===== src/rtl/game_tick_scheduler.sv =====
// game_tick_scheduler: ms prescaler plus speed-dependent period counter that issues
// snake game ticks over a req/ack handshake, with start/pause/stop sequencing.
module game_tick_scheduler #(
    parameter int PRESCALE    = 25000,
    parameter int BASE_PERIOD = 250,
    parameter int STEP        = 25,
    parameter int MIN_PERIOD  = 50,
    parameter int PW          = 9
) (
    input  logic       clk,
    input  logic       reset,
    input  logic       start,
    input  logic       stop,
    input  logic       pause,
    input  logic [2:0] speed,
    input  logic       tick_ack,
    input  logic       clear_overrun,
    output logic       tick_req,
    output logic       running,
    output logic       paused,
    output logic [7:0] overrun_cnt
);
    localparam int PSW = PRESCALE > 1 ? $clog2(PRESCALE) : 1;

    typedef enum logic [1:0] {IDLE, RUN, PAUSE} state_t;

    state_t         state, state_nx;
    logic [PSW-1:0] prescaler;
    logic [PW-1:0]  pcnt, period_q;
    logic           strobe, boundary, tick_evt;

    // 32-bit unsigned compare keeps large speed*STEP from wrapping below the floor
    function automatic logic [PW-1:0] period_of(input logic [2:0] s);
        logic [31:0] d;
        d = 32'(s) * 32'(STEP);
        return (d <= 32'(BASE_PERIOD - MIN_PERIOD)) ? PW'(32'(BASE_PERIOD) - d) : PW'(MIN_PERIOD);
    endfunction

    always_comb begin
        state_nx = stop                        ? IDLE  :
                   (state == IDLE  && start)   ? RUN   :
                   (state == RUN   && pause)   ? PAUSE :
                   (state == PAUSE && !pause)  ? RUN   : state;
        strobe   = (state == RUN) && (prescaler == PSW'(PRESCALE - 1));
        boundary = strobe && (pcnt == period_q - PW'(1));
        tick_evt = boundary && !stop;
    end

    assign running = (state != IDLE);
    assign paused  = (state == PAUSE);

    // The edge that samples pause in RUN still counts, so PAUSE freezes exactly the paused cycles
    always_ff @(posedge clk or negedge reset) begin
        if (!reset) begin
            state     <= IDLE;
            prescaler <= '0;
            pcnt      <= '0;
            period_q  <= PW'(BASE_PERIOD);
        end else begin
            state <= state_nx;
            if (stop || state == IDLE) begin
                prescaler <= '0;
                pcnt      <= '0;
            end else if (state == RUN) begin
                prescaler <= strobe ? '0 : prescaler + 1'b1;
                if (strobe)
                    pcnt <= boundary ? '0 : pcnt + 1'b1;
            end
            if (!stop && ((state == IDLE && start) || boundary))
                period_q <= period_of(speed);
        end
    end

    always_ff @(posedge clk or negedge reset) begin
        if (!reset) begin
            tick_req    <= 1'b0;
            overrun_cnt <= '0;
        end else begin
            tick_req <= stop     ? 1'b0 :
                        tick_evt ? 1'b1 :
                        tick_ack ? 1'b0 : tick_req;
            if (clear_overrun)
                overrun_cnt <= '0;
            else if (tick_evt && tick_req && !tick_ack && overrun_cnt != 8'hFF)
                overrun_cnt <= overrun_cnt + 8'd1;
        end
    end
endmodule


===== config.mk =====
export PLATFORM = sky130hd
export DESIGN_NAME = game_tick_scheduler
export DESIGN_NICKNAME = d
export VERILOG_FILES = /design/src/rtl/game_tick_scheduler.sv
export SDC_FILE = /design/constraint.sdc
export NUM_CORES = 1
export LEC_CHECK = 0
export ABC_CLOCK_PERIOD_IN_PS = 2550
export CAP_MARGIN = 10
export CORE_UTILIZATION = 53
export CTS_CLUSTER_DIAMETER = 80
export DETAILED_ROUTE_END_ITERATION = 10
export DONT_BUFFER_PORTS = 1
export PLACE_DENSITY = 0.69
export SLEW_MARGIN = 0
export SYNTH_ARGS = -nofsm -noshare
export SYNTH_HDL_FRONTEND = slang
export SYNTH_SLANG_ARGS = --single-unit

===== constraint.sdc =====
create_clock -name clk -period 2.55 [get_ports clk]
set_input_delay 0 -clock clk [delete_from_list [all_inputs] [get_ports clk]]
set_output_delay 0 -clock clk [all_outputs]
set_load 0.01 [all_outputs]

==> summary.txt <==
Layout
  – Area Growth Syn to Fin: 26.1%
  – Most frequent cells in the layout: dfrtp_1 (38), nand2_1 (31), buf_4 (27)
  – Nets: 394
  – Commonest non-fill, non-tap cell in the layout: dfrtp_1
  – Share of layout cells above drive strength 1: 0.245
  – Ant diodes: 0
  – Design Area, Final: 3750 µm²

Drt
  – WL final: 7390 µm
  – Avg Vias per Cell: 6.08
  – Routed wire length per instance: 16.7 µm
  – 1st-iter DRT viols: 151
  – Vias: 2686
  – Final ANT Viol Nets: 0
  – Drt first pass iters: 4
  – # DRC: 0

Clocking
  – Clock Latency Late Sink: ~0.30 ns
  – TritonCTS Sinks: 44
  – CTS root buf: clkbuf_8
  – CTS Buf Count: 5
  – CTS Hold Bufs: 9
  – Htree depth: 2
  – CTS clk-pin slew, worst paths: 0.08 ns
  – Max Root-Sink Buffers: 2
  – CTS tree: built

Timing
  – Max_slew headroom: 0.520
  – Worst hold margin: -0.255 ns
  – Max frequency: 0.386 GHz
  – Final Setup Violations: 7
  – Slew @ Worst Pin: approximately 0.72 ns
  – Period utilization: 1.02
  – Max Clock Skew: 0.0102 ns
  – Final slew viol count: 0
  – Minimum clock period: 2.59 ns
  – Hold Vio Cnt, Final: 7
  – RSZ-0062 raised after global routing: true
  – Worst setup margin: -0.0418 ns

Setup path
  – CP Cell Sequence: inv_2, ha_4, nor2b_4, or3_4, a311oi_4, nand4_4, buf_12, or4b_1, a21oi_1
  – CP peak stage delay: 0.54 ns
  – Crit. End Element: register
  – Worst-path maximum fanout: 8
  – Crit Path Class: reg2reg
  – Slowest cell on the critical path: dfstp_2
  – Crit path required time: 2.77 ns
  – Crit path arrival time: 2.81 ns
  – Startpoint Class: register

Yosys
  – Post-synth EDFFs: 0
  – Cell taking the most area after synthesis: dfrtp_1
  – Post-Syn Area per Cell: a little under 9 µm²
  – Library cells used by synthesis: 52
  – Cell area after synthesis: 2970 µm²
  – Ranking of synthesized cells by area: dfrtp_1 (32%), xnor2_1 (5.9%), ha_1 (5.5%)
  – Synth top area share: 0.320
  – Post-synthesis sequential area ratio: 0.373
  – Primary FF master, synth: dfrtp_1
  – Syn nets: 358
  – Post-synth ARST share: 1.00
  – Synth Warn #: 0
  – Gate count of the mapped netlist: 335
  – Seq cells post-synth: 44

Placement
  – HPWL Detailed: about 4500 µm
  – PortBufs: 0
  – Placed Area: 3200 µm²
  – GP Congestion: 0.845

Power
  – P_leak: 1.50 nW
  – Power density cells: 415 nW/µm²
  – Final Total Pwr: 1.55 mW
  – VDD IR max: 0.371 mV

Global routing
  – Initial antenna violation count: 0
  – Overflow after GRT: 0
  – Total GRT Usage: 0.250
  – Pin count of the biggest net entering global routing: 45
  – First-pass GRT wire length: between 10000 and 15000 µm
  – Vias in the first global route: 2626

Min path
  – Hold Crit Class: in2reg

Die
  – Core Region: between 5000 and 6000 µm²
  – Initial core utilization: 0.564
  – Die height: between 70 and 80 µm
  – Row count: 26
  – DIE AREA: 5920 µm²
  – Die Wd: 76.9 µm
  – Boundary Pins: 21

Run status
  – Failing checks: hold timing, setup timing
  – Outcome: complete, but fails checks

Run
  – Max-Cap Viols: 0
sequential cells by signal, summed over array words and instances (netlist names):
name         cells
prescaler       15
pcnt             9
state            2
period_q         9
tick_req         1
overrun_cnt      8
cell usage after synthesis (all sizes together) (7+ instances only):
| cell type | count |
|---|---|
| a21oi | 14 |
| clkbuf | 9 |
| dfrtp | 38 |
| ha | 13 |
| inv | 13 |
| nand2 | 31 |
| nand3 | 24 |
| nor2 | 26 |
| nor3 | 7 |
| o21ai | 17 |
| or3 | 9 |
| or4b | 9 |
| xnor2 | 20 |
| xor2 | 11 |
timing repair:
| action | in CTS | in global routing |
|---|---|---|
| endpoints found under the hold margin | 67 | 7 |
| gates resized for setup | 9 | 39 |
| setup endpoints to repair | 12 | 25 |
| pin swaps | 12 | 24 |
| setup buffers | 1 | 5 |
| gates cloned | 2 | 2 |
cell type report:
type                       instances  area (µm²)
multi-input combinational        263        1940
tap                               70        87.6
fill                             406        1520
inverter                          13        48.8
sequential                        44        1110
clock buffer                       6        72.6
clock inverter                     2        35.0
timing repair buffer              44         462
final timing paths:
check	from	slack (ns)	cells past startpoint	endpoint
min in group asynchronous	reset	0.19	2	prescaler[4]
max reg2reg	period_q[1]	-0.04	9	overrun_cnt[6]
min reg2reg	prescaler[0]	0.52	1	prescaler[0]
max in group asynchronous	reset	2.08	2	period_q[3]
max	period_q[1]	-0.04	9	overrun_cnt[6]
min	clear_overrun	-0.26	1	overrun_cnt[0]
through the flow:
stage,util,instances,hold WS [ns],setup slack (ns),setup TNS [ns]
6_report,0.712,442,-0.255,-0.0418,-0.187
5_1_grt,0.712,442,-0.270,-0.129,-1.61
4_1_cts,0.668,435,-0.253,-0.0346,-0.0484
3_5_place_dp,0.607,415,-0.295,-0.0792,-0.233
3_3_place_gp,0.607,415,-0.295,-0.0475,-0.0982
2_1_floorplan,-,335,-0.296,0.0568,0
layer usage:
metal  share of wire  GRT usage
met5               0          0
met4           0.011     0.0731
met2            0.50      0.433
met1            0.44      0.311
met3           0.041     0.0524
kinds of logic (layout without fill, tap and decap cells):
family / count (synthesis) / in the layout / share of synthesized area
compound gates: 66 / 66 / 0.150
buf+inv: 28 / 65 / 0.0395
mux: 1 / 1 / 0.00379
flops: 44 / 44 / 0.373
simple gates: 152 / 152 / 0.288
xor+xnor: 31 / 31 / 0.0913
fa+ha+maj: 13 / 13 / 0.0547
power breakdown:
part	internal [mW]	switching, mW	total [mW]
sequential	0.720	0.0246	0.745
clock	0.291	0.237	0.527
combinational	0.124	0.158	0.282
total	1.14	0.419	1.55
worst max-delay path: cells and delay by family, from the launching register on:
family,cells,cell delay [ns]
AO/OA/AOI/OAI,2,0.46
AND/OR/NAND/NOR,4,1.12
buffers and inverters,2,0.24
adder cells (fa/ha/maj),1,0.15
flip-flops,1,0.54
Power figures use the tool's default switching activity.
